==> config.mk <==
export PLATFORM = sky130hd
export DESIGN_NAME = sail_muldiv
export DESIGN_NICKNAME = d
export VERILOG_FILES = /design/src/rtl/sail_muldiv_pkg.sv /design/src/rtl/sail_muldiv_negate.sv /design/src/rtl/sail_muldiv.sv
export SDC_FILE = /design/constraint.sdc
export NUM_CORES = 1
export LEC_CHECK = 0
export CAP_MARGIN = 20
export CORE_MARGIN = 4
export CORE_UTILIZATION = 51
export CTS_CLUSTER_DIAMETER = 40
export DETAILED_ROUTE_END_ITERATION = 7
export PLACE_DENSITY = 0.8
export SYNTH_ARGS = -nofsm -noshare
export SYNTH_HDL_FRONTEND = slang
export SYNTH_SLANG_ARGS = --single-unit
==> constraint.sdc <==
create_clock -name clk -period 9.4 [get_ports clk]
set_input_delay 1.88 -clock clk [delete_from_list [all_inputs] [get_ports clk]]
set_output_delay 1.88 -clock clk [all_outputs]
set_load 0.03 [all_outputs]
==> src/rtl/sail_muldiv_pkg.sv <==
// Shared sail-core encodings for the M-extension unit: funct3 opcodes and FSM states.
package sail_muldiv_pkg;

  typedef enum logic [2:0] {
    OP_MUL    = 3'd0,
    OP_MULH   = 3'd1,
    OP_MULHSU = 3'd2,
    OP_MULHU  = 3'd3,
    OP_DIV    = 3'd4,
    OP_DIVU   = 3'd5,
    OP_REM    = 3'd6,
    OP_REMU   = 3'd7
  } op_e;

  typedef enum logic [1:0] {
    ST_IDLE = 2'd0,
    ST_BUSY = 2'd1,
    ST_DONE = 2'd2
  } state_e;

endpackage

==> src/rtl/sail_muldiv_negate.sv <==
// Conditional two's-complement negation; used both to take operand magnitudes and to
// restore result signs.
module sail_muldiv_negate #(
  parameter int W = 32
) (
  input  logic [W-1:0] val_i,
  input  logic         neg_i,
  output logic [W-1:0] res_o
);

  assign res_o = neg_i ? (~val_i + {{(W-1){1'b0}}, 1'b1}) : val_i;

endmodule

==> src/rtl/sail_muldiv.sv <==
// Iterative RV32M multiply/divide: radix-2 shift-add multiply and restoring divide,
// one bit per cycle on operand magnitudes, with valid/ready handshakes and flush.
import sail_muldiv_pkg::*;

module sail_muldiv #(
  parameter int XLEN = 32
) (
  input  logic            clk,
  input  logic            rst_n,
  input  logic            in_valid,
  output logic            in_ready,
  input  logic [2:0]      in_op,
  input  logic [XLEN-1:0] in_a,
  input  logic [XLEN-1:0] in_b,
  input  logic            flush,
  output logic            out_valid,
  input  logic            out_ready,
  output logic [XLEN-1:0] out_result
);

  localparam int CNT_W = $clog2(XLEN + 1);
  localparam logic [XLEN-1:0] MOST_NEG = {1'b1, {(XLEN-1){1'b0}}};

  state_e            state_q;
  op_e               op_q;
  logic              neg_q, neg_rem_q;
  logic [XLEN-1:0]   b_mag_q;
  logic [2*XLEN-1:0] acc_q;
  logic [CNT_W-1:0]  cnt_q;
  logic              in_ready_q, out_valid_q;
  logic [XLEN-1:0]   result_q;

  logic              a_signed, b_signed, a_neg, b_neg;
  logic [XLEN-1:0]   a_mag, b_mag;
  logic              div_zero, div_ovf;
  logic [XLEN-1:0]   special_res;

  always_comb begin
    a_signed = (in_op == OP_MULH) || (in_op == OP_MULHSU) || (in_op == OP_DIV) || (in_op == OP_REM);
    b_signed = (in_op == OP_MULH) || (in_op == OP_DIV) || (in_op == OP_REM);
    a_neg    = a_signed && in_a[XLEN-1];
    b_neg    = b_signed && in_b[XLEN-1];
    div_zero = in_op[2] && (in_b == '0);
    div_ovf  = in_op[2] && !in_op[0] && (in_a == MOST_NEG) && (&in_b);
    special_res = '0;
    if (div_zero)     special_res = in_op[1] ? in_a : '1;
    else if (div_ovf) special_res = in_op[1] ? '0 : in_a;
  end

  sail_muldiv_negate #(.W(XLEN)) u_neg_a (.val_i(in_a), .neg_i(a_neg), .res_o(a_mag));
  sail_muldiv_negate #(.W(XLEN)) u_neg_b (.val_i(in_b), .neg_i(b_neg), .res_o(b_mag));

  // acc_q holds {partial high / remainder, multiplier / dividend-quotient}
  logic [XLEN:0]     mul_sum, div_shift, div_diff;
  logic              div_ge;
  logic [2*XLEN-1:0] mul_nx, div_nx, acc_nx;

  always_comb begin
    mul_sum   = {1'b0, acc_q[2*XLEN-1:XLEN]} + (acc_q[0] ? {1'b0, b_mag_q} : '0);
    mul_nx    = {mul_sum, acc_q[XLEN-1:1]};
    div_shift = {acc_q[2*XLEN-1:XLEN], acc_q[XLEN-1]};
    div_diff  = div_shift - {1'b0, b_mag_q};
    div_ge    = !div_diff[XLEN];
    div_nx    = {(div_ge ? div_diff[XLEN-1:0] : div_shift[XLEN-1:0]), acc_q[XLEN-2:0], div_ge};
    acc_nx    = op_q[2] ? div_nx : mul_nx;
  end

  logic [2*XLEN-1:0] prod_fix;
  logic [XLEN-1:0]   quo_fix, rem_fix, final_res;

  sail_muldiv_negate #(.W(2*XLEN)) u_neg_p (.val_i(acc_nx), .neg_i(neg_q), .res_o(prod_fix));
  sail_muldiv_negate #(.W(XLEN)) u_neg_q (.val_i(acc_nx[XLEN-1:0]), .neg_i(neg_q), .res_o(quo_fix));
  sail_muldiv_negate #(.W(XLEN)) u_neg_r (.val_i(acc_nx[2*XLEN-1:XLEN]), .neg_i(neg_rem_q), .res_o(rem_fix));

  always_comb begin
    final_res = '0;
    case (op_q)
      OP_MUL:                        final_res = prod_fix[XLEN-1:0];
      OP_MULH, OP_MULHSU, OP_MULHU:  final_res = prod_fix[2*XLEN-1:XLEN];
      OP_DIV, OP_DIVU:               final_res = quo_fix;
      OP_REM, OP_REMU:               final_res = rem_fix;
    endcase
  end

  always_ff @(posedge clk or negedge rst_n) begin
    if (!rst_n) begin
      state_q     <= ST_IDLE;
      op_q        <= OP_MUL;
      neg_q       <= 1'b0;
      neg_rem_q   <= 1'b0;
      b_mag_q     <= '0;
      acc_q       <= '0;
      cnt_q       <= '0;
      in_ready_q  <= 1'b1;
      out_valid_q <= 1'b0;
      result_q    <= '0;
    end else if (flush) begin
      state_q     <= ST_IDLE;
      cnt_q       <= '0;
      in_ready_q  <= 1'b1;
      out_valid_q <= 1'b0;
    end else begin
      case (state_q)
        ST_IDLE: begin
          if (in_valid) begin
            op_q       <= op_e'(in_op);
            neg_q      <= a_neg ^ b_neg;
            neg_rem_q  <= a_neg;
            b_mag_q    <= b_mag;
            acc_q      <= {{XLEN{1'b0}}, a_mag};
            in_ready_q <= 1'b0;
            if (div_zero || div_ovf) begin
              result_q    <= special_res;
              out_valid_q <= 1'b1;
              cnt_q       <= '0;
              state_q     <= ST_DONE;
            end else begin
              cnt_q   <= CNT_W'(XLEN);
              state_q <= ST_BUSY;
            end
          end
        end
        ST_BUSY: begin
          acc_q <= acc_nx;
          cnt_q <= cnt_q - 1'b1;
          if (cnt_q == CNT_W'(1)) begin
            result_q    <= final_res;
            out_valid_q <= 1'b1;
            state_q     <= ST_DONE;
          end
        end
        ST_DONE: begin
          if (out_ready) begin
            out_valid_q <= 1'b0;
            in_ready_q  <= 1'b1;
            state_q     <= ST_IDLE;
          end
        end
        default: state_q <= ST_IDLE;
      endcase
    end
  end

  assign in_ready   = in_ready_q;
  assign out_valid  = out_valid_q;
  assign out_result = result_q;

endmodule

# Word level (Yosys, flattened, before mapping)
# Index checks and enable logic that the tools add are counted.
[totals] reg_bits=143 in_bits=72 output_inout_bits=34
[classes] n_addsub=8 n_eq_ne=22 muxes=39 n_bitwise=7 reduce_logical=32
[op_table] cell="32-bit 2-to-1 mux" count=13
[op_table] cell="64-bit 2-to-1 mux" count=3
[op_table] cell="32-bit by 1-bit adder with 32-bit output, second input constant" count=4
[op_table] cell="32-bit NOT" count=4
[op_table] cell="32-bit case mux with 4 select lines" count=1
[op_table] cell="64-bit case mux with 2 select lines" count=1
[op_table] cell="64-bit by 1-bit adder with 64-bit output, second input constant" count=1
[op_table] cell="64-bit NOT" count=1
[op_table] cell="32-bit case mux with 2 select lines" count=1
[op_table] cell="32-bit by 32-bit adder with 33-bit output" count=1
[op_table] cell="33-bit by 32-bit subtractor with 33-bit output" count=1
[op_table] cell="32-bit == test, second input constant" count=1
[op_table] cell="32-bit logical NOT" count=1
[op_table] cell="32-bit AND reduction" count=1
[op_table] cell="3-bit == test, second input constant" count=6
[op_table] cell="6-bit 2-to-1 mux" count=3
[op_table] cell="3-bit inequality test, second input constant" count=4
[op_table] cell="6-bit case mux with 2 select lines" count=1
[op_table] cell="3-bit AND reduction" count=4
[op_table] cell="2-bit 2-to-1 mux" count=5
[op_table] cell="5-bit AND reduction" count=2
[op_table] cell="3-bit by 2-bit == test with 1-bit output, second input constant" count=3
[op_table] cell="1-bit 2-to-1 mux" count=8
[op_table] cell="3-bit by 1-bit == test with 1-bit output, second input constant" count=2
[op_table] cell="other kinds (21)" count=36

# Longest topological paths before layout
# Gate-level depths: netlist (run 1).
[depth] word_depth=9 depth_mapped=23 ltp_nobuf=23

# By module
# A second synthesis (run 1) with hierarchy kept.
[unflattened] cells_unflattened=2153 hier_area_um2=17126.4
[modules_own_cells] mod="sail_muldiv" instances=1 cells_each=1551 area_per_inst_um2=12369.4
[modules_own_cells] mod="sail_muldiv_negate at u_neg_a ..." instances=4 cells_each=99 area_per_inst_um2=777.0
[modules_own_cells] mod="sail_muldiv_negate at u_neg_p" instances=1 cells_each=206 area_per_inst_um2=1649.1

# Worst setup path before layout (run 1)
# Ideal clock, no wire load.
[synth_timing] path_type="reg-to-reg" from="register acc_q[31]" to="register result_q[26] (netlist: out_result[26])" t_arrival_ns=4.439 required_time_ns=9.273 slack_ns=4.834 stages_incl_launch_ff=23 n_path_buf=0 synth_period_minus_slack_ns=4.566 cell_sequence="dfrtp_1 inv_1 ha_1 inv_1 fa_1 a211oi_1 o21ai_2 o2111ai_2 a21boi_4 o211ai_4 nor2_4 nor2_1 ha_1 nand4b_1 nor3_1 nand2_1 nor2_1 a21o_1 nand3b_1 o41ai_1 xor2_1 a222oi_1 o21ai_1"
[synth_via] elab_chain_cells=9 elab_cells_between_ends=16
[synth_lines] item="start, declared" line="sail_muldiv.sv:28" source="logic [2*XLEN-1:0] acc_q;"
[synth_lines] item="start signal, assigned" line="sail_muldiv.sv:110" source="acc_q <= {{XLEN{1'b0}}, a_mag};"
[synth_lines] item="start signal, assigned" line="sail_muldiv.sv:124" source="acc_q <= acc_nx;"
[synth_lines] item="33-bit by 32-bit subtractor with 33-bit output" line="sail_muldiv.sv:62" source="div_diff = div_shift - {1'b0, b_mag_q};"
[synth_lines] item="32-bit 2-to-1 mux or 1-bit logical NOT (tied branches)" line="sail_muldiv.sv:64, sail_muldiv.sv:63"
[synth_lines] item="64-bit 2-to-1 mux *" line="sail_muldiv.sv:65" source="acc_nx = op_q[2] ? div_nx : mul_nx;"
[synth_lines] item="64-bit NOT or 32-bit NOT (tied branches)" line="sail_muldiv_negate.sv:11" source="assign res_o = neg_i ? (~val_i + {{(W-1){1'b0}}, 1'b1}) : val_i;"
[synth_lines] item="64-bit by 1-bit adder with 64-bit output or 32-bit by 1-bit adder with 32-bit output (tied branches)" line="sail_muldiv_negate.sv:11"
[synth_lines] item="64-bit 2-to-1 mux or 32-bit 2-to-1 mux (tied branches)" line="sail_muldiv_negate.sv:11"
[synth_lines] item="32-bit case mux with 4 select lines *" line="sail_muldiv.sv:77" source="case (op_q)"
[synth_lines] item="32-bit 2-to-1 mux *" line="sail_muldiv.sv:126" source="if (cnt_q == CNT_W'(1)) begin"
[synth_lines] item="32-bit case mux with 2 select lines *" line="sail_muldiv.sv:103" source="case (state_q)"
[synth_lines] item="end signal, assigned" line="sail_muldiv.sv:113" source="result_q <= special_res;"
[synth_lines] item="end signal, assigned" line="sail_muldiv.sv:127" source="result_q <= final_res;"
[synth_lines] item="end, declared" line="sail_muldiv.sv:31" source="logic [XLEN-1:0] result_q;"
# Mark *: on every way between the ends. The rest lies on a longest branch, timed or not. The select of a mux whose other input is x is not followed.
# A chain may end at the register's enable or synchronous reset.

# Final worst setup path (run 1)
[layout_timing] from="input in_a[2]" to="register result_q[30] (netlist: out_result[30])"
[layout_via] elab_chain_cells=8 elab_cells_between_ends=11
[layout_lines] item="start, declared" line="sail_muldiv.sv:13" source="input logic [XLEN-1:0] in_a,"
[layout_lines] item="32-bit == test *" line="sail_muldiv.sv:44" source="div_ovf = in_op[2] && !in_op[0] && (in_a == MOST_NEG) && (&in_b);"
[layout_lines] item="1-bit logical AND * (2 in series)" line="sail_muldiv.sv:44"
[layout_lines] item="32-bit 2-to-1 mux" line="sail_muldiv.sv:47" source="else if (div_ovf) special_res = in_op[1] ? '0 : in_a;"
[layout_lines] item="32-bit 2-to-1 mux" line="sail_muldiv.sv:46" source="if (div_zero) special_res = in_op[1] ? in_a : '1;"
[layout_lines] item="32-bit 2-to-1 mux" line="sail_muldiv.sv:112" source="if (div_zero || div_ovf) begin"
[layout_lines] item="32-bit 2-to-1 mux" line="sail_muldiv.sv:105" source="if (in_valid) begin"
[layout_lines] item="32-bit case mux with 2 select lines" line="sail_muldiv.sv:103"
# Marked as above.

==> impl_metrics.csv, run 1 <==
group,metric,value,unit
synthesis,avgSynthCellArea,7.365,um2
power,cellInternalPower,3.161,mW
timing,drv_slew,0,
timing,skew,15.22,ps
critical_path,cp_common_cell,"nor2_1",
timing,hold_viol_final,0,
cts,cts_tree,"done",
timing,tightest_slew,1154,ps
cts,cts_root_buffer,"clkbuf_16",
critical_path,crit_family,"simple AND/OR/NAND/NOR gates",
timing,max_freq,0.1657,GHz
critical_path,worstPathMaxFanout,29,
critical_path,worst-path-buf-inv,1,
synthesis,synth_edf_count,0,
die,ios,106,
synthesis,synthCells,2100,
global_routing,grt_start_max_net_pins,100,
cells_and_area,final_cells,2524,
cts,numCtsBuffers,17,
cts,postCtsSetupBuffers,0,
drt,wl,57.03,mm
critical_path,slowest_stage,"nand2_1",
cts,cts_hold_buf,0,
drt,drt-initial-drc-count,2044,
synthesis,synth_warnings,0,
cts,clock_path_buffers,2,
cts,path_clk_slew,60,ps
critical_path,cp_num_cells,12,
critical_path,path_class,"input pin to flip-flop",
drt,wl_met3,7.119,mm
drt,drc,0,
cells_and_area,final_common_cell,"nand2_1",
critical_path,worst-r2r-cell-count,22,
cts,cts_resized,0,
run_status,outcome,"finished, final reports clean",
global_routing,grt_pass1_wl,88.15,mm
cts,clkSinkCount,143,
cells_and_area,final_nets,2266,
power,vdd_drop_max,0.0002974,V
synthesis,synth_area,15470,um2
critical_path,cp.arrival,6390,ps
timing,layout_min_cycle_time,6037,ps
synthesis,synth_cell_types,98,
critical_path,critPathCaptureType,"flip-flop",
cts,insertion_delay,450,ps
cells_and_area,drive_gt1_share,5.389,%
timing,setup_viol,0,
die,core,29800,um2
worst_hold_path,hold_start,"acc_q[30]$_DFFE_PN0P_",
cells_and_area,seq_area,3583,um2
drt,m1WireLength,23.24,mm
critical_path,slowest_delay,760,ps
die,die-area,33180,um2
placement,portBuffers,105,
placement,gp_congestion,1.044,
cells_and_area,antenna_cells,0,
synthesis,ys_async_sr_fraction,100.0,%
worst_hold_path,whs_path_depth,2,
timing,tns,0,ps
cts,htreeDepth,4,
critical_path,cp-start-kind,"input pin",
timing,slew_headroom,22.24,%
drt,routed.top_layer,"met5",
die,initial_core_util,51.91,%
power,switching_power,4.049,mW
synthesis,ys_seq_area_share,23.14,%
die,rows,63,
global_routing,grt_antenna_before_repair,2,
timing,rsz0062_at_grt,"false",
cells_and_area,postLayoutCoreUtil,58.02,%
critical_path,path_cells,"clkdlybuf4s50_1 -> nor4_1 -> nand3b_1 -> or4_1 -> nor2_1 -> nand4_1 -> o21ai_0 -> nand2_1 -> nor2_1 -> or3_1 -> a2111oi_0 -> a211oi_1",
drt,avgViaCountPerCell,6.738,
drt,wire_per_inst,22.60,um
worst_hold_path,hold_class,"flip-flop to flip-flop",
placement,place_inst,2492,
cells_and_area,final_cell_mix,"236 x nand2_1, 215 x nor2_1, 211 x a21oi_1, 173 x o21ai_0, 141 x dfrtp_1",
cells_and_area,syn_to_final_growth,11.77,%
critical_path,cp_data_required_time,9750,ps
cells_and_area,multi_input_area,11140,um2
cells_and_area,n_fill_cell,2737,
power,power_density,417.0,nW/um2
power,power.share.clock,10.1,%
drt,vias,17010,
power,power_frac_seq,18.8,%
global_routing,track_usage,33.20,%
critical_path,timing.rr.start,"acc_q[31]$_DFFE_PN0P_",
die,die_w,182.2,um
placement,dp_hpwl,43.31,mm
power,pwr-share-comb,71.1,%
critical_path,cp-startpoint,"in_a[2]",
die,die_h,182.2,um
global_routing,grt_overflow,0,
drt,dr_wl_met2,23.76,mm
power,p_total,7.209,mW
global_routing,grt_pass1_vias,15610,
synthesis,synth_nets,2245,
power,static-leakage-power,7.059,nW
power,power.share.switching,56.16,%
flow_run,drv_cap,0,
synthesis,ys_seq_elements,143,
drt,first_pass_iters,6,
timing,post-route-period-util,64.22,%
drt,ant_nets,0,
synthesis,synth-main-ff-cell,"dfrtp_1",
[sequential cells by signal, indices dropped and copies added (netlist names)]
name	cells
out_result	32
in_ready	1
neg_q	1
out_valid	1
neg_rem_q	1
op_q	3
state_q	2
acc_q	64
cnt_q	6
b_mag_q	32
[final timing paths]
| check | to | slack, ps |
|---|---|---|
| hold / removal | acc_q[30]$_DFFE_PN0P_ | 530 |
| setup / recovery | out_result[30]$_DFFE_PN0P_ | 3360 |
| min in group asynchronous | acc_q[15]$_DFFE_PN0P_ | 1510 |
| setup reg to reg | out_result[26]$_DFFE_PN0P_ | 3500 |
| hold reg to reg | acc_q[30]$_DFFE_PN0P_ | 530 |
| max in group asynchronous | op_q[2]$_DFFE_PN0P_ | 6450 |
[metal layers]
layer  track usage (%)  vias up
met2             48.65     1134
met4             15.49        4
met3             8.950      202
li1                  -     7677
met1             45.61     7989
met5                 0        -
[power groups by stage]
stage	sequential, mW	combinational, mW	clock (mW)
floorplan	1.19	3.60	0
global placement	1.32	4.85	0
detailed placement	1.33	4.93	0
CTS	1.32	4.96	0.729
global route	1.38	5.49	0.758
finish	1.36	5.12	0.730
[area by class of cell]
| class | count | share of cell area (%) |
|---|---|---|
| timing repair buffer | 124 | 6.912 |
| sequential | 143 | 20.73 |
| tap | 390 | 2.823 |
| multi-input combinational | 1765 | 64.46 |
| clock inverter | 11 | 0.8902 |
| clock buffer | 21 | 2.663 |
| inverter | 70 | 1.520 |
[cells in the mapped netlist, types with 6 or more instances]
cell type / n / share of area [%]
and2_1: 45 / 1.8
ha_1: 71 / 5.7
mux2_2: 21 / 1.5
o21a_1: 13 / 0.63
o22ai_1: 18 / 0.73
a21oi_1: 211 / 6.8
o21ai_0: 173 / 5.6
nand3_1: 34 / 1.1
buf_2: 25 / 0.81
and3_1: 17 / 0.69
o21bai_1: 11 / 0.53
a31oi_1: 29 / 1.2
buf_1: 12 / 0.29
nor4_1: 13 / 0.53
xor2_1: 87 / 4.9
o211ai_1: 21 / 1.0
o31ai_1: 32 / 1.6
mux2i_1: 40 / 2.6
a22o_1: 17 / 0.96
or4_1: 19 / 0.92
a211oi_1: 18 / 0.87
inv_1: 70 / 1.7
nor2_1: 216 / 5.2
nand2_1: 237 / 5.8
nor2b_1: 15 / 0.61
o41ai_1: 15 / 0.85
xnor2_1: 78 / 4.4
nor3b_1: 7 / 0.34
dfrtp_1: 142 / 23
or3_1: 22 / 0.89
nand4_1: 28 / 1.1
o21ai_1: 15 / 0.49
or2_2: 8 / 0.32
a21o_1: 25 / 1.2
nand2b_1: 15 / 0.61
a2111oi_0: 6 / 0.34
nor3_1: 68 / 2.2
a221oi_1: 9 / 0.51
nand3b_1: 8 / 0.39
a211o_1: 6 / 0.34
clkbuf_1: 79 / 1.9
[worst register-to-register path, stage by stage (launching register included)]
cell and delay, ps:
dfrtp_1 410, inv_1 110, ha_1 210, inv_1 70, fa_1 430, a211oi_1 300, o21ai_2 180, o2111ai_2 400
a21boi_4 170, o211ai_4 250, nor2_4 110, nor2_1 300, ha_1 320, nand4b_1 190, nor3_1 320, nand2_1 120
nor2_1 280, a21o_1 190, nand3b_1 310, o41ai_1 510, xor2_1 120, a222oi_1 370, o21ai_1 100
[logic make-up after synthesis]
logic type,count (synthesis),share of synthesized area (%)
AND/OR/NAND/NOR,782,24.45
AO/OA/AOI/OAI,684,27.92
buffers and inverters,192,5.015
XOR/XNOR,165,9.343
flip-flops,143,23.14
adder cells (fa/ha/maj),73,6.002
multiplexers,61,4.117
[through the flow]
stage / cell area (um2) / hold slack [ps] / setup slack, ps
after detailed placement: 16670 / 520.2 / 3086
after floorplan: 15470 / 467.3 / 4834
after global routing: 17290 / 557.4 / 3006
final: 17290 / 534.5 / 3363
after global placement: 16670 / 495.5 / 3335
after CTS: 17290 / 534.0 / 3509
No activity file was read; power rests on OpenSTA's default activity.
==> run 2, diff against run 1 <==
- PLACE_DENSITY: 0.8 -> 0.82
- clock period: 9.4 -> 5.5 ns (I/O delays scaled with it)
==> run 2 against run 1 <==
Effect of this change:
- flip-flop and latch count did not move
- total power increased by 80%
- non-clock buffer count rose by 65
- clock power up 67%
- clock skew increased by 0.84 ps
- critical path type is now flip-flop to flip-flop
- critical endpoint unchanged
- highest routed layer unchanged
==> impl_metrics.csv, run 2 (synthesized netlist as in run 1, its figures left out) <==
group,metric,value,unit
drt,wire_per_inst,24.16,um
critical_path,worst-r2r-cell-count,22,
cts,cts_resized,0,
global_routing,grt_pass1_vias,16060,
worst_hold_path,hold_class,"flip-flop to flip-flop",
critical_path,worstPathMaxFanout,5,
placement,place_inst,2557,
run_status,outcome,"finished, final reports clean",
timing,setup_viol,0,
timing,max_freq,0.1852,GHz
global_routing,grt_start_max_net_pins,99,
cells_and_area,antenna_cells,0,
global_routing,grt_antenna_before_repair,1,
critical_path,critPathCaptureType,"flip-flop",
power,power_density,729.0,nW/um2
die,rows,63,
timing,slew_headroom,35.09,%
worst_hold_path,hold_end,"out_result[12]$_DFFE_PN0P_",
power,switching_power,7.306,mW
cells_and_area,syn_to_final_growth,14.95,%
critical_path,cp-start-kind,"flip-flop",
cts,cts_tree,"done",
critical_path,path_class,"flip-flop to flip-flop",
drt,vias,17390,
cts,cts_hold_buf,0,
flow_run,drv_cap,0,
cells_and_area,drive_gt1_share,8.367,%
timing,drv_slew,0,
timing,post-route-period-util,98.20,%
timing,hold_viol_final,0,
drt,drc,0,
cells_and_area,top_register,"acc_q",
die,die_w,182.2,um
placement,portBuffers,105,
worst_hold_path,hold_start,"out_result[12]$_DFFE_PN0P_",
cts,clkSinkCount,143,
critical_path,slowest_stage,"o41ai_1",
critical_path,timing.rr.end,"out_result[30]$_DFFE_PN0P_",
drt,drt-initial-drc-count,2363,
timing,skew,16.05,ps
power,static-leakage-power,7.363,nW
cells_and_area,final_cell_mix,"236 x nand2_1, 215 x nor2_1, 210 x a21oi_1, 173 x o21ai_0, 141 x dfrtp_1",
global_routing,grt_pass1_wl,95.82,mm
cells_and_area,largest_reg_flops,64,
placement,dp_slack,254.3,ps
critical_path,timing.rr.start,"acc_q[31]$_DFFE_PN0P_",
drt,avgViaCountPerCell,6.718,
power,power.share.clock,9.4,%
placement,dp_hpwl,48.68,mm
timing,setup_ws,99.17,ps
cells_and_area,postLayoutCoreUtil,59.67,%
critical_path,worst-path-buf-inv,3,
critical_path,crit_family,"compound AO/OA/AOI/OAI gates",
die,die_h,182.2,um
cells_and_area,final_nets,2331,
global_routing,track_usage,36.75,%
placement,gp_congestion,1.058,
critical_path,cp_data_required_time,5820,ps
timing,tightest_slew,973.7,ps
critical_path,path_cells,"inv_1 -> ha_1 -> inv_1 -> fa_1 -> a211oi_1 -> o21ai_2 -> o2111ai_2 -> a21boi_4 -> o211ai_4 -> nor2_4 -> nor2_1 -> ha_1 -> nand4b_1 -> nor3_1 -> nand2_1 -> nor2_1 -> a21o_1 -> nand3b_1 -> buf_4 -> o41ai_1 -> o221a_2 -> a211oi_1",
cts,cts_root_buffer,"clkbuf_16",
power,cellInternalPower,5.656,mW
critical_path,rrSetupSlack,100,ps
die,initial_core_util,51.91,%
cells_and_area,final_cells,2589,
cts,numCtsBuffers,17,
drt,first_pass_iters,7,
drt,wl,62.56,mm
critical_path,slowest_delay,550,ps
cts,postCtsSetupBuffers,0,
cts,htreeDepth,4,
cts,insertion_delay,460,ps
worst_hold_path,whs_path_depth,2,
critical_path,cp.arrival,5720,ps
global_routing,grt_overflow,0,
drt,ant_nets,0,
power,p_total,12.96,mW
timing,rsz0062_at_grt,"true",
power,pwr-share-comb,74.2,%
cts,clock_path_buffers,2,
die,ios,106,
die,core,29800,um2
die,die-area,33180,um2
power,power.share.switching,56.36,%
cts,path_clk_slew,60,ps
power,power_frac_seq,16.4,%
power,vdd_drop_max,0.0004163,V
timing,layout_min_cycle_time,5401,ps
cells_and_area,final_common_cell,"nand2_1",
[run 2: worst reg2reg max path, cell delays in order, from the launching register on]
cell       delay (ps)
dfrtp_1           400
inv_1             100
ha_1              210
inv_1              70
fa_1              420
a211oi_1          300
o21ai_2           170
o2111ai_2         350
a21boi_4          120
o211ai_4          250
nor2_4             60
nor2_1            240
ha_1              320
nand4b_1          210
nor3_1            240
nand2_1           100
nor2_1            210
a21o_1            180
nand3b_1          200
buf_4             250
o41ai_1           550
o221a_2           270
a211oi_1           40
[run 2: stage by stage]
stage               TNS, ps  instance area (um2)  hold slack, ps
floorplan                 0                15470           467.3
global placement          0                17170           463.0
detailed placement        0                17170           478.4
CTS                       0                17770           493.4
global route         -175.8                17780           515.7
finish                    0                17780           483.4
[run 2: power groups by stage]
| stage | sequential [mW] | combinational [mW] | clock, mW |
|---|---|---|---|
| after floorplan | 2.03 | 6.16 | 0 |
| after global placement | 2.10 | 9.14 | 0 |
| after detailed placement | 2.12 | 9.23 | 0 |
| after CTS | 2.10 | 9.29 | 1.22 |
| after global routing | 2.17 | 10.2 | 1.26 |
| final | 2.13 | 9.61 | 1.22 |
[run 2: worst max-delay path by stage]
| stage | slack (ps) | endpoint | startpoint | depth (start not counted) |
|---|---|---|---|---|
| final | 100 | out_result[30]$_DFFE_PN0P_ | acc_q[31]$_DFFE_PN0P_ | 22 |
| after global routing | -70 | out_result[26]$_DFFE_PN0P_ | acc_q[31]$_DFFE_PN0P_ | 22 |
| after CTS | 230 | out_result[16]$_DFFE_PN0P_ | acc_q[31]$_DFFE_PN0P_ | 18 |
| after detailed placement | 250 | out_result[16]$_DFFE_PN0P_ | acc_q[31]$_DFFE_PN0P_ | 18 |
| after global placement | 270 | out_result[26]$_DFFE_PN0P_ | acc_q[0]$_DFFE_PN0P_ | 16 |
| after floorplan | 930 | out_result[26]$_DFFE_PN0P_ | acc_q[31]$_DFFE_PN0P_ | 22 |
[run 2: final cells by class]
class | instances | area, um2
multi-input combinational | 1765 | 11160
tap | 390 | 488.0
sequential | 143 | 3583
clock buffer | 20 | 466.7
inverter | 70 | 262.8
timing repair buffer | 189 | 1695
fill | 2749 | 12020
clock inverter | 12 | 126.4
[run 2: per-layer routing]
layer,GRT usage [%],up-vias,routed length [um]
met2,54.63,1106,26740
met5,0,-,11
met1,52.44,8305,26530
met4,10.99,2,1848
li1,-,7819,-
met3,9.747,162,7432
==> run 3, diff against run 2 <==
- PLACE_DENSITY: 0.82 -> default
- PLACE_DENSITY_LB_ADDON: default -> 0.2
==> run 3 against run 2 <==
Effect of this change:
- register-to-register slack better by 180 ps
- setup slack improved by 180 ps
- via count fell by 0.90%
- sequential power about the same
- hold slack improved by 1.9 ps
- non-clock buffer count up 3
- count of clock-buffer cells in the layout is 1 lower
==> impl_metrics.csv, run 3 (synthesized netlist as in run 1, its figures left out) <==
group,metric,value,unit
run_status,outcome,"finished, final reports clean",
die,rows,63,
die,die-area,33180,um2
placement,gp_congestion,1.089,
cts,numCtsBuffers,17,
power,cellInternalPower,5.747,mW
critical_path,cp_data_required_time,5830,ps
timing,tightest_slew,1102,ps
critical_path,slowest_stage,"dfrtp_1",
cells_and_area,drive_gt1_share,8.674,%
drt,ant_nets,0,
timing,max_freq,0.1915,GHz
global_routing,grt_overflow,0,
critical_path,path_cells,"ha_1 -> a21oi_1 -> o21ai_0 -> a22o_1 -> or3_4 -> o211ai_4 -> buf_4 -> mux2_2 -> ha_1 -> nand2b_1 -> or2_0 -> o31ai_1 -> xnor2_1 -> a221oi_1 -> o21ai_1",
cts,insertion_delay,460,ps
cells_and_area,syn_to_final_growth,15.27,%
die,ios,106,
critical_path,cp.arrival,5550,ps
critical_path,cp-start-kind,"flip-flop",
drt,first_pass_iters,6,
cells_and_area,final_common_cell,"nand2_1",
flow_run,drv_cap,0,
critical_path,path_class,"flip-flop to flip-flop",
cells_and_area,n_fill_cell,2792,
cts,cts_root_buffer,"clkbuf_16",
power,static-leakage-power,7.397,nW
timing,rsz0062_at_grt,"false",
power,power.share.switching,55.99,%
global_routing,grt_start_max_net_pins,99,
critical_path,crit_family,"compound AO/OA/AOI/OAI gates",
cells_and_area,top_register,"acc_q",
power,power_density,732.3,nW/um2
drt,vias,17240,
timing,skew,11.78,ps
drt,wire_per_inst,24.48,um
drt,drt-initial-drc-count,2436,
placement,dpl_cell_area,17180,um2
die,initial_core_util,51.91,%
global_routing,track_usage,37.09,%
die,die_w,182.2,um
cts,clock_path_buffers,2,
critical_path,critPathCaptureType,"flip-flop",
timing,drv_slew,0,
cts,postCtsSetupBuffers,0,
timing,setup_viol,0,
worst_hold_path,hold_class,"flip-flop to flip-flop",
cts,cts_tree,"done",
power,switching_power,7.311,mW
global_routing,grt_pass1_vias,15690,
timing,hold_viol_final,0,
placement,dp_hpwl,49.39,mm
critical_path,worstPathMaxFanout,35,
cts,htreeDepth,4,
critical_path,cp_common_cell,"ha_1",
cells_and_area,final_nets,2334,
drt,wl,63.48,mm
critical_path,slowest_delay,470,ps
die,core,29800,um2
cts,path_clk_slew,60,ps
power,vdd_drop_max,0.0004503,V
timing,layout_min_cycle_time,5223,ps
drt,drc,0,
critical_path,worst-path-buf-inv,1,
cells_and_area,final_cell_mix,"236 x nand2_1, 215 x nor2_1, 211 x a21oi_1, 173 x o21ai_0, 141 x dfrtp_1",
timing,tns,0,ps
global_routing,grt_antenna_before_repair,1,
cts,clkSinkCount,143,
timing,slew_headroom,26.35,%
cells_and_area,finalInstanceArea,17830,um2
power,pwr-share-comb,73.8,%
power,power_frac_seq,16.4,%
critical_path,rrSetupSlack,280,ps
global_routing,grt_pass1_wl,95.72,mm
cells_and_area,largest_reg_flops,64,
timing,post-route-period-util,94.96,%
die,die_h,182.2,um
drt,avgViaCountPerCell,6.648,
power,power.share.clock,9.8,%
placement,portBuffers,105,
-- run 3: timing repair --
action                                  4_1_cts  5_1_grt
endpoints found under the setup margin        0        5
resized for setup                             0        7
hold buffers                                  0        0
-- run 3: per-layer routing --
metal  global-route usage (%)  vias up  share of wire (%)
li1                         -     7832                  -
met1                    54.16     8176                 43
met2                    51.44     1070                 40
met3                    11.92      158                 13
met4                    12.43        2                3.6
met5                        0        -              0.025
-- run 3: stage by stage --
step | instances | power [mW] | util (%) | hold slack [ps] | setup WS (ps)
after global routing | 2592 | 13.79 | 59.83 | 519.5 | 48.47
after floorplan | 2100 | 8.186 | - | 467.3 | 933.9
after global placement | 2559 | 11.32 | 57.65 | 462.0 | 324.6
final | 2593 | 13.06 | 59.84 | 485.3 | 277.0
after detailed placement | 2560 | 11.37 | 57.67 | 475.5 | 222.0
after CTS | 2592 | 12.68 | 59.73 | 489.0 | 203.3
-- run 3: worst register-to-register path, cell delays in order (launching register included) --
cell	delay (ps)
dfrtp_1	470
ha_1	440
a21oi_1	240
o21ai_0	280
a22o_1	360
or3_4	370
o211ai_4	230
buf_4	430
mux2_2	450
ha_1	280
nand2b_1	240
or2_0	430
o31ai_1	150
xnor2_1	180
a221oi_1	430
o21ai_1	110
-- run 3: final cells by class --
| class | count | area [um2] | area share [%] |
|---|---|---|---|
| timing repair buffer | 192 | 1705 | 9.565 |
| clock inverter | 13 | 161.4 | 0.9053 |
| clock buffer | 19 | 452.9 | 2.540 |
| antenna | 1 | 2.502 | 0.01404 |
| multi-input combinational | 1765 | 11170 | 62.67 |
| sequential | 143 | 3583 | 20.10 |
| tap | 390 | 488.0 | 2.737 |
| inverter | 70 | 262.8 | 1.474 |
-- run 3: worst paths after layout --
| kind | start | endpoint | cells past startpoint |
|---|---|---|---|
| max | acc_q[52]$_DFFE_PN0P_ | out_result[16]$_DFFE_PN0P_ | 15 |
| min | out_result[1]$_DFFE_PN0P_ | out_result[1]$_DFFE_PN0P_ | 2 |
| max reg2reg | acc_q[52]$_DFFE_PN0P_ | out_result[16]$_DFFE_PN0P_ | 15 |
| min reg2reg | out_result[1]$_DFFE_PN0P_ | out_result[1]$_DFFE_PN0P_ | 2 |
| max in group asynchronous | rst_n | op_q[2]$_DFFE_PN0P_ | 2 |
| min in group asynchronous | rst_n | out_result[3]$_DFFE_PN0P_ | 1 |
-- run 3: power by group through the flow --
| stage | clock [mW] | combinational, mW | sequential [mW] |
|---|---|---|---|
| final | 1.28 | 9.64 | 2.14 |
| after floorplan | 0 | 6.16 | 2.03 |
| after global routing | 1.32 | 10.3 | 2.19 |
| after CTS | 1.27 | 9.30 | 2.11 |
| after detailed placement | 0 | 9.24 | 2.13 |
| after global placement | 0 | 9.20 | 2.11 |
==> patch, RTL diff (config.mk and constraints of run 2) <==
The parameter `XLEN` goes from 32 to 16.
--- a/src/rtl/sail_muldiv.sv
+++ b/src/rtl/sail_muldiv.sv
@@ -3,7 +3,7 @@
 import sail_muldiv_pkg::*;
 
 module sail_muldiv #(
-  parameter int XLEN = 32
+  parameter int XLEN = 16
 ) (
   input  logic            clk,
   input  logic            rst_n,
Interface: changed (resized in_a, in_b and out_result); port bits go from 106 to 58. No check against the original RTL was run, so the function may have changed too.
==> patch against run 2 <==
Count of clock-buffer cells in the layout is 10 lower; routed wire length fell by 59%; first-iteration DRC count decreased by 61%; largest cell class unchanged; combinational power is 56% lower; setup slack better by 0.38 ns; sequential cell count fell by 65; critical path depth is 2 lower; synthesized area decreased by 48%; sequential power shrank 45%; via count fell by 52%; cell area shrank 49%; power shrank 53%.
==> patch: results (changes against run 2) <==
status -> completed
critical path's largest stage delay -> 0.52 ns (-0.03 ns)
Crit Path Max Fanout -> 8 (+3)
CTS Buf Count -> 9 (-8)
first-pass GRT wire length -> 41,100 um (-57%)
largest net degree at the start of global routing -> 42 (-58%)
syn_nets -> 1,134 (-49%)
synth cell count leaders -> nor2_1 (126), nand2_1 (106), a21oi_1 (99)
GP Congestion -> 1.05 (-0.85%)
Crit-path slowest cell -> a21o_1
Flop pwr share -> 19.4% (+3.0 points)
Comb pwr share -> 69.8% (-4.4 points)
Fill cells -> 1,413 (-49%)
dominant cells by area after synthesis -> dfrtp_1 (24%), a21oi_1 (6.2%), ha_1 (6.1%), nor2_1 (5.9%), xnor2_1 (5.9%)
placed cell count -> 1,286 (-50%)
synth unique cells -> 88 (-10%)
H-tree Lvls -> 3 (-1)
measured slew at the worst slew-check pin -> 1.12 ns (+0.143 ns)
antenna violations before repair -> 0 (-1)
total leakage power -> 0.00374 uW (-49%)
WL final -> 25,800 um (-59%)
syn avg cell area -> 7.63 um2 (+3.6%)
nets -> 1,167 (-50%)
DR WL/cell -> 19.9 um (-18%)
Iter 0 DRT Violations -> 922 (-61%)
sequential share of the synthesized area -> 24.3% (+1.2 points)
Max VDD drop -> 0.287 mV (-31%)
Tot GR Track Use -> 28.6% (-8.2 points)
[patch: kinds of logic after synthesis]
family | synth area share [%]
AND/OR/NAND/NOR | 23.4
AO/OA/AOI/OAI | 27.3
buffers and inverters | 4.27
XOR/XNOR | 9.74
flip-flops | 24.3
adder cells (fa/ha/maj) | 6.57
multiplexers | 4.38
[patch: path summary, 6_finish.rpt]
check                         startpoint              to  slack [ns]  cells past startpoint
min in group asynchronous          rst_n       acc_q[22]        0.76                      1
hold reg to reg            out_result[0]   out_result[0]        0.49                      2
setup reg to reg               acc_q[15]  out_result[14]        0.48                     20
hold / removal             out_result[0]   out_result[0]        0.49                      2
setup / recovery               acc_q[15]  out_result[14]        0.48                     20
max in group asynchronous          rst_n         op_q[2]        3.74                      2
[patch: final cells by class]
cell class | instances | area, um2 | share of cell area [%]
Inverter | 38 | 143 | 1.57
Timing Repair Buffer | 71 | 673 | 7.40
Sequential cell | 78 | 1950 | 21.5
Clock inverter | 6 | 87.6 | 0.962
Multi-Input combinational cell | 888 | 5750 | 63.2
Tap cell | 211 | 264 | 2.90
Clock buffer | 10 | 229 | 2.52
[patch: routing by layer]
layer | global-route usage (%) | vias up | routed length, um
met2 | 44.5 | 484 | 11400
li1 | - | 3900 | -
met1 | 40.0 | 3941 | 10800
met4 | 11.0 | 0 | 961
met5 | 0 | - | 0
met3 | 4.65 | 70 | 2620
[patch: per-stage QoR]
stage	hold WS, ns	setup slack (ns)	power (uW)	cell area, um2	util (%)
global placement	0.472	0.764	5230	8790	57.4
floorplan	0.463	1.34	4170	8030	-
CTS	0.493	0.587	5990	9100	59.4
global route	0.509	0.120	6510	9100	59.4
finish	0.488	0.478	6120	9100	59.4
detailed placement	0.479	0.606	5300	8790	57.4
